### src/rtl/fetch_pkg.sv
// Shared types and constants for the RV32I instruction-fetch stage.
//  - fetch_state_t : fetch controller states
//  - fetch_entry_t : one buffered fetch result {pc, instr, err}
//  - FETCH_RESET_PC / FETCH_NOP_INSTR : defaults for the fetch_stage parameters
//  - pc_next / is_misaligned : small address helpers
package fetch_pkg;

    typedef enum logic [2:0] {
        S_IDLE = 3'd0,
        S_REQ  = 3'd1,
        S_WAIT = 3'd2,
        S_FULL = 3'd3,
        S_ERR  = 3'd4
    } fetch_state_t;

    localparam logic [31:0] FETCH_RESET_PC  = 32'h0000_0000;
    localparam logic [31:0] FETCH_NOP_INSTR = 32'h0000_0013;

    typedef struct packed {
        logic [31:0] pc;
        logic [31:0] instr;
        logic        err;
    } fetch_entry_t;

    // Sequential word address; wraps modulo 2^32 without any fault.
    function automatic logic [31:0] pc_next(input logic [31:0] pc);
        return pc + 32'd4;
    endfunction

    function automatic logic is_misaligned(input logic [31:0] addr);
        return (addr[1:0] != 2'b00);
    endfunction

endpackage

### src/rtl/fetch_stage.sv
// IF stage of a 5-stage RV32I pipeline.
// Owns the PC, issues one word fetch at a time to instruction memory and keeps
// the most recent result in a one-entry buffer that feeds the IF/ID register.
// Ports:
//  clk, rst                 clock and synchronous active-high reset
//  stall                    IF/ID holding, buffer must not be consumed
//  redirect, redirect_pc    take a new PC (branch/jump/flush)
//  imem_req/addr/ready      request channel (req & ready = accepted)
//  imem_rvalid/rdata/err    response channel, one response per accepted request
//  fetch_valid              buffer holds a real instruction (or a fault entry)
//  pc_out/instr_out         buffered PC and instruction (NOP when empty/fault)
//  pcPlus4_out              pc_out + 4
//  err_out                  fetch fault: bus error or misaligned redirect target
module fetch_stage
    import fetch_pkg::*;
#(
    parameter logic [31:0] RESET_PC  = FETCH_RESET_PC,
    parameter logic [31:0] NOP_INSTR = FETCH_NOP_INSTR
) (
    input  logic        clk,
    input  logic        rst,
    input  logic        stall,
    input  logic        redirect,
    input  logic [31:0] redirect_pc,
    output logic        imem_req,
    output logic [31:0] imem_addr,
    input  logic        imem_ready,
    input  logic        imem_rvalid,
    input  logic [31:0] imem_rdata,
    input  logic        imem_err,
    output logic        fetch_valid,
    output logic [31:0] pc_out,
    output logic [31:0] instr_out,
    output logic [31:0] pcPlus4_out,
    output logic        err_out
);

    fetch_state_t state_r, state_s;
    logic [31:0]  pc_r, pc_s;
    logic [31:0]  req_pc_r, req_pc_s;
    logic         drop_r, drop_s;
    logic         err_pend_r, err_pend_s;
    logic         buf_valid_r, buf_valid_s;
    fetch_entry_t buf_r, buf_s;
    logic [31:0]  buf_pc4_r, buf_pc4_s;

    logic         consume_s;
    logic         handshake_s;
    logic         outstanding_s;
    logic         misaligned_s;

    // Request side: a request is only raised when the buffer will be free by the
    // time the response returns, which gives back-to-back fetches every 2 cycles.
    always_comb begin
        consume_s     = buf_valid_r & ~stall & ~redirect;
        imem_req      = (state_r == S_REQ) & (~buf_valid_r | consume_s);
        imem_addr     = pc_r;
        handshake_s   = imem_req & imem_ready;
        misaligned_s  = is_misaligned(redirect_pc);
        // A response is still owed to us after this edge.
        outstanding_s = ((state_r == S_WAIT) & ~imem_rvalid) | handshake_s;
    end

    // Next-state logic for the controller, PC, drop flag and output buffer.
    always_comb begin
        state_s     = state_r;
        pc_s        = pc_r;
        req_pc_s    = req_pc_r;
        drop_s      = drop_r;
        err_pend_s  = err_pend_r;
        buf_valid_s = buf_valid_r;
        buf_s       = buf_r;
        buf_pc4_s   = buf_pc4_r;

        if (redirect) begin
            pc_s       = redirect_pc;
            drop_s     = outstanding_s;
            // Remembered so that draining a stale response ends in S_ERR.
            err_pend_s = misaligned_s;
            if (misaligned_s) begin
                buf_valid_s = 1'b1;
                buf_s.pc    = redirect_pc;
                buf_s.instr = NOP_INSTR;
                buf_s.err   = 1'b1;
                buf_pc4_s   = pc_next(redirect_pc);
            end else begin
                buf_valid_s = 1'b0;
                buf_s.instr = NOP_INSTR;
                buf_s.err   = 1'b0;
            end
            if (outstanding_s) begin
                state_s = S_WAIT;
            end else if (misaligned_s) begin
                state_s = S_ERR;
            end else begin
                state_s = S_REQ;
            end
        end else begin
            if (consume_s) begin
                buf_valid_s = 1'b0;
                buf_s.instr = NOP_INSTR;
                buf_s.err   = 1'b0;
            end else begin
                buf_valid_s = buf_valid_r;
            end

            case (state_r)
                S_IDLE: begin
                    state_s = S_REQ;
                end
                S_REQ: begin
                    if (handshake_s) begin
                        req_pc_s = pc_r;
                        pc_s     = pc_next(pc_r);
                        state_s  = S_WAIT;
                    end else begin
                        state_s  = S_REQ;
                    end
                end
                S_WAIT: begin
                    if (imem_rvalid && drop_r) begin
                        drop_s  = 1'b0;
                        state_s = err_pend_r ? S_ERR : S_REQ;
                    end else if (imem_rvalid) begin
                        buf_valid_s = 1'b1;
                        buf_s.pc    = req_pc_r;
                        buf_s.instr = imem_err ? NOP_INSTR : imem_rdata;
                        buf_s.err   = imem_err;
                        buf_pc4_s   = pc_next(req_pc_r);
                        if (imem_err) begin
                            state_s = S_ERR;
                        end else if (!buf_valid_r || consume_s) begin
                            state_s = S_REQ;
                        end else begin
                            state_s = S_FULL;
                        end
                    end else begin
                        state_s = S_WAIT;
                    end
                end
                S_FULL: begin
                    state_s = consume_s ? S_REQ : S_FULL;
                end
                S_ERR: begin
                    state_s = S_ERR;
                end
                default: begin
                    state_s = S_IDLE;
                end
            endcase
        end
    end

    // State and buffer registers with synchronous reset.
    always_ff @(posedge clk) begin
        if (rst) begin
            state_r      <= S_IDLE;
            pc_r         <= RESET_PC;
            req_pc_r     <= RESET_PC;
            drop_r       <= 1'b0;
            err_pend_r   <= 1'b0;
            buf_valid_r  <= 1'b0;
            buf_r.pc     <= 32'h0000_0000;
            buf_r.instr  <= NOP_INSTR;
            buf_r.err    <= 1'b0;
            buf_pc4_r    <= 32'h0000_0004;
        end else begin
            state_r      <= state_s;
            pc_r         <= pc_s;
            req_pc_r     <= req_pc_s;
            drop_r       <= drop_s;
            err_pend_r   <= err_pend_s;
            buf_valid_r  <= buf_valid_s;
            buf_r        <= buf_s;
            buf_pc4_r    <= buf_pc4_s;
        end
    end

    // Outputs come straight from the buffer registers.
    always_comb begin
        fetch_valid = buf_valid_r;
        pc_out      = buf_r.pc;
        instr_out   = buf_r.instr;
        err_out     = buf_r.err;
        pcPlus4_out = buf_pc4_r;
    end

endmodule

### config.mk
export PLATFORM = sky130hd
export DESIGN_NAME = fetch_stage
export DESIGN_NICKNAME = d
export VERILOG_FILES = /design/src/rtl/fetch_pkg.sv /design/src/rtl/fetch_stage.sv
export SDC_FILE = /design/constraint.sdc
export NUM_CORES = 1
export LEC_CHECK = 0
export CAP_MARGIN = 10
export CORE_UTILIZATION = 40
export DETAILED_ROUTE_END_ITERATION = 12
export PLACE_DENSITY = 0.73
export SLEW_MARGIN = 20
export SYNTH_ARGS = -nofsm -noshare
export SYNTH_HDL_FRONTEND = slang
export SYNTH_SLANG_ARGS = --single-unit
### constraint.sdc
create_clock -name clk -period 3.1 [get_ports clk]
set_clock_uncertainty 0.15 [all_clocks]
set_input_delay 0.31 -clock clk [delete_from_list [all_inputs] [get_ports clk]]
set_output_delay 0.31 -clock clk [all_outputs]
set_load 0.03 [all_outputs]
-- After elaboration in Yosys (flattened, before gate mapping)
Index checks and enable logic that the tools add are counted.
- flip-flop bits (word level): 167
- bits of input ports: 71
- output and inout bits: 131
- logic and storage cells: 80
- add/sub/neg operators: 3
- muxes and demuxes: 36
- reductions and logical operators: 14
- equal/unequal tests: 6
- bitwise logic cells: 11
- operator list (operator ; count):
    $mux W32 ; 10
    $mux W65 ; 4
    $add A32 B3 Y32 const B ; 3
    $mux W33 ; 1
    $mux W3 ; 7
    $pmux W3 S5 ; 1
    $reduce_bool A2 Y1 ; 6
    $mux W1 ; 10
    $eq A3 B2 Y1 const B ; 2
    $mux W2 ; 3
    $and A1 B1 Y1 ; 5
    $not A1 Y1 ; 4
    $reduce_and A2 Y1 ; 2
    $reduce_and A4 Y1 ; 1
    $eq A3 B1 Y1 const B ; 1
    $eq A3 B3 Y1 const B ; 1
    $logic_not A3 Y1 ; 1
    $reduce_and A3 Y1 ; 1
    $ne A2 B1 Y1 const B ; 1
    $ne A2 B2 Y1 const B ; 1
    $or A1 B1 Y1 ; 2
    $logic_and A1 B1 Y1 ; 1
    $logic_not A1 Y1 ; 1
    $logic_or A1 B1 Y1 ; 1

-- Longest topological paths before layout
Gate-level depths: netlist (run 1).
- depth after elaboration: 10
- mapped depth: 14
- gate-level depth less buffers: 8

-- Worst setup path before layout (run 1)
No wires, ideal clock.
- kind: input port to flip-flop
- start: in redirect
- end: reg buf_pc4_r[22], in the netlist pcPlus4_out[22]
- arrival: 2.927 ns
- cell stages on the path: 14
- library setup time: 0.062 ns
- data required time: 2.888 ns
- buffers on the path: 7
- setup slack: -0.039 ns
- cells stage by stage: buf_6 > buf_4 > buf_4 > buf_2 > buf_2 > buf_1 > mux2_2 > ha_1 > inv_1 > nor2_2 > nand4_1 > buf_2 > or4_1 > nand3_1
- word-level cells in the longest chain between the ends: 2
- elaborated cells on any way between the ends: 6
- those cells by class: eq/ne: 2; mux: 1; reduce/logical: 3
- ends and longest elaborated chain (item ; RTL line ; source):
    start: declaration ; fetch_stage.sv:23 ; input logic redirect,
    $ne A2 B1 Y1 (no source line) (tied with other cells) ; n/a ;
    $reduce_and A4 Y1 (no source line) ; n/a ;
    end signal: assignment ; fetch_stage.sv:175 ; buf_pc4_r <= buf_pc4_s;
    end: declaration ; fetch_stage.sv:45 ; logic [31:0] buf_pc4_r, buf_pc4_s;
Parallel ways exist; a longest one is shown, timed or not.
A chain may end at the register's enable or synchronous reset.

-- Final worst setup path (run 1)
- start: reg state_r[0]
- end: out imem_req
- word-level cells in the longest chain between the ends: 2
- ends and longest elaborated chain (item ; RTL line ; source):
    start: declaration ; fetch_stage.sv:38 ; fetch_state_t state_r, state_s;
    start signal: assignment ; fetch_stage.sv:168 ; state_r <= state_s;
    $eq A3 B1 Y1 ; fetch_stage.sv:56 ; imem_req = (state_r == S_REQ) & (~buf_valid_r | consume_s);
    $and A1 B1 Y1 ; fetch_stage.sv:56 ;
    end: declaration ; fetch_stage.sv:25 ; output logic imem_req,
No other way between the ends.

==> implementation parameters, run 1 <==
Parameter                              Value

Logic synthesis
  Total standard cell area after synthesis    0.00841 mm²
  Share of Yosys cell area claimed by the top area cell type    39.8%
  Share of synthesized flip-flops with an asynchronous set or reset    0%
  Number of distinct library cell variants in the gate-level netlist after synthesis    71
  Mean post-synth cell area    8.45 µm²
  Post-Syn Nets    1068
  Syn Inst Count    995
  Ys Warns    0
  Most area-hungry cell type in the Yosys netlist    sky130_fd_sc_hd__dfxtp_1
  Number of enable-type register cells in the synthesized netlist    0
  Register area share after synthesis    39.8%
  Dominant synthesized flop cell    sky130_fd_sc_hd__dfxtp_1
  Flops & latches, synth    167
  Area contributors post-synth    sky130_fd_sc_hd__dfxtp_1, sky130_fd_sc_hd__mux2i_1, sky130_fd_sc_hd__nand2_1, sky130_fd_sc_hd__nor2_1, sky130_fd_sc_hd__a211oi_1

STA
  Minimum period implied by the final worst setup slack    2.70 ns
  Final Worst Setup Slack    0.396 ns
  Final Max Slew Viols    0
  Setup repair after global routing missed its margin    false
  Final period utilization    87.2%
  Final Hold Violating Endpoints    0
  Highest achievable clock rate    0.370 GHz
  Max-slew headroom at the worst pin    35.9%
  Post-route setup TNS    0 ns
  Actual slew at the worst max-slew pin    0.960 ns
  Total of endpoints with negative setup slack in the final report    0

Clock tree
  Register clock-pin slew on the reported worst setup and hold paths    0.07 ns
  Number of levels in the clock H-tree    4
  Resize count post-CTS    0
  Number of buffers created by CTS    17
  Clock Sink Count    167
  Buffer cell driving the clock tree root    sky130_fd_sc_hd__clkbuf_16
  Hold buffer count at CTS    0
  CTS max path bufs    2
  TritonCTS clock tree    built
  Setup fix buffers added after clock tree synthesis    0
  Clock network latency to the later pin of the worst-skew pair    0.43 ns

Global route
  Global-route wire length before repair    42000 µm
  Vias in the first global route    7573
  Initial antenna violation count    0
  GRT Resource Usage Total    24.3%
  Global-route congestion overflow total    0
  Largest net degree at the start of global routing    56

Critical path
  CP Data Required Time    2.64 ns
  Critical path origin    state_r[0]$_SDFF_PP0_
  Worst Setup Path Type    register to output pin
  Worst path arrival time    2.24 ns
  Critical R2R Launch    state_r[0]$_SDFF_PP0_
  Critical path endpoint category    output pin
  Worst Path Max Fanout    10
  Critical Path Source Type    register

Route
  Wirelength, routed    26500 µm
  Number of design-rule violations left by the first detailed-router iteration    775
  DRC Markers    0
  Via-per-instance ratio    5.77
  Routed wire length per instance    18.3 µm
  First-pass detailed-route iteration total    5
  Count of vias placed by the detailed router    8348
  DRT antenna net count    0

Finish
  Share of final-layout standard cells stronger than drive strength 1    7.40%
  FILL cells    1868
  Antenna diode count    0
  Post-route cell area    0.0112 mm²
  Area overhead of the layout relative to synthesis    33.4%
  Non-filler instance count after layout    1446
  Fin util    54.9%
  Final #Nets    1236

Power
  Static power due to leakage    0.00385 µW
  Ratio of total power to cell area    476 mW/mm²
  IR drop worst, VDD    0.408 mV

Floorplanning
  Die Area    0.0216 mm²
  # IOs    202
  Core Region    0.0204 mm²
  Placement row count    52
  Chip width    147 µm
  Die Ht    147 µm
  Initial core utilization    41.2%

Place
  Instance area after placement    0.0106 mm²
  GP Congestion    0.873
  Post-detailed-placement half-perimeter wirelength    18800 µm
  Instance count after placement with tap cells included    1414
  Number of port buffers    201
  Worst slack after detailed placement    0.232 ns

Hold path
  Hold Startpoint    rst
  Hold crit path type    input port to register

Outcome
  Result of the run    finished, final reports clean

Job
  Reported max-cap violation count    0
-- where the power goes --
group	internal [µW]	total [µW]	switching (µW)
sequential	2240	2340	102
combinational	370	884	514
clock	1190	2120	922
-- area by class of cell --
cell class	count	area (µm²)	share of cell area (%)
flip-flops and latches	167	3340	29.8
inverters	16	60.1	0.536
repair buffers	227	2230	19.9
clock inverters	14	149	1.33
clock buffers	18	429	3.83
well taps	270	338	3.01
multi-input cells	734	4670	41.6
-- sequential cells by signal, indices dropped and copies added (netlist names) --
| register | flops |
|---|---|
| fetch_valid | 1 |
| err_pend_r | 1 |
| req_pc_r | 32 |
| pc_out | 32 |
| pcPlus4_out | 32 |
| drop_r | 1 |
| instr_out | 32 |
| state_r | 3 |
| err_out | 1 |
| imem_addr | 32 |
-- per-stage QoR --
| stage | total power [µW] | hold slack, ns |
|---|---|---|
| 2_1_floorplan | 2860 | 0.284 |
| 3_3_place_gp | 3260 | 0.295 |
| 3_5_place_dp | 3260 | 0.298 |
| 4_1_cts | 5370 | 0.132 |
| 5_1_grt | 5530 | 0.155 |
| 6_report | 5340 | 0.160 |
-- layout by cell type, fill, tap and decap left out, drive strengths merged, types with 23 or more instances in the layout --
cell type and count:
and2 27, dfxtp 167, nor2 113, o21ai 29
a21oi 25, xnor2 28, clkdlybuf4s50 199, nand4 23
a311oi 30, a22oi 30, buf 28, mux2i 51
nand3 39, nand2 125, a211oi 43
-- layer usage --
metal / up-vias / part of all wire, % / wire length, µm / track usage, %
met2: 361 / 43 / 11400 / 35.7
met5: - / 0 / 0 / 0
met3: 39 / 9.5 / 2520 / 6.18
met1: 3951 / 46 / 12100 / 34.9
met4: 0 / 1.9 / 512 / 7.27
li1: 3997 / - / - / -
-- synth_stat cells (3+ instances only) --
| cell | number |
|---|---|
| sky130_fd_sc_hd__buf_2 | 12 |
| sky130_fd_sc_hd__or4_1 | 4 |
| sky130_fd_sc_hd__a31oi_1 | 4 |
| sky130_fd_sc_hd__o211a_1 | 5 |
| sky130_fd_sc_hd__nand2b_1 | 8 |
| sky130_fd_sc_hd__o211ai_1 | 7 |
| sky130_fd_sc_hd__nor4_1 | 20 |
| sky130_fd_sc_hd__nand3_1 | 39 |
| sky130_fd_sc_hd__o21ai_0 | 27 |
| sky130_fd_sc_hd__nand2_1 | 125 |
| sky130_fd_sc_hd__mux2i_1 | 51 |
| sky130_fd_sc_hd__o22ai_1 | 11 |
| sky130_fd_sc_hd__nor3_1 | 12 |
| sky130_fd_sc_hd__nand4_1 | 19 |
| sky130_fd_sc_hd__nand4b_1 | 4 |
| sky130_fd_sc_hd__dfxtp_1 | 167 |
| sky130_fd_sc_hd__buf_4 | 7 |
| sky130_fd_sc_hd__or3_1 | 11 |
| sky130_fd_sc_hd__buf_1 | 5 |
| sky130_fd_sc_hd__clkbuf_1 | 52 |
| sky130_fd_sc_hd__inv_1 | 14 |
| sky130_fd_sc_hd__a22oi_1 | 30 |
| sky130_fd_sc_hd__and3_1 | 7 |
| sky130_fd_sc_hd__a21o_1 | 4 |
| sky130_fd_sc_hd__and2_1 | 27 |
| sky130_fd_sc_hd__xnor2_1 | 28 |
| sky130_fd_sc_hd__o311ai_0 | 6 |
| sky130_fd_sc_hd__and4_1 | 4 |
| sky130_fd_sc_hd__a221oi_1 | 3 |
| sky130_fd_sc_hd__o21a_1 | 9 |
| sky130_fd_sc_hd__nand3b_1 | 3 |
| sky130_fd_sc_hd__nor2_1 | 112 |
| sky130_fd_sc_hd__o311ai_1 | 6 |
| sky130_fd_sc_hd__a21oi_1 | 25 |
| sky130_fd_sc_hd__mux2_2 | 7 |
| sky130_fd_sc_hd__a311oi_1 | 30 |
| sky130_fd_sc_hd__a211oi_1 | 41 |
-- critical path: stages, from the launching register on --
cell and delay, ns:
sky130_fd_sc_hd__dfxtp_1 0.49, sky130_fd_sc_hd__nor3b_4 0.42, sky130_fd_sc_hd__and2_1 0.21, sky130_fd_sc_hd__clkdlybuf4s50_1 0.70
-- final timing paths --
kind | cells after the start | slack [ns] | endpoint
hold / removal | 2 | 0.16 | pcPlus4_out[10]$_SDFFE_PP0P_
setup / recovery | 3 | 0.40 | imem_req
hold reg to reg | 2 | 0.31 | pcPlus4_out[2]$_SDFFE_PP1P_
setup reg to reg | 5 | 0.47 | imem_addr[19]$_SDFFE_PP0P_
-- logic make-up (layout without fill, tap and decap cells) --
group,count (synthesis),count (layout),synth area share (%)
AND/OR/NAND/NOR,414,414,24.7
AO/OA/AOI/OAI,230,230,20.2
flip-flops,167,167,39.8
buffers and inverters,94,275,4.97
multiplexers,58,58,7.01
XOR/XNOR,30,30,3.13
adder cells (fa/ha/maj),2,2,0.298
(Power assumes the default switching activity.)
==> run 2, diff against run 1 <==
- SLEW_MARGIN: 20 -> 0
==> results of run 2 <==
Final layout, timing and power as in run 1 (identical DEF).
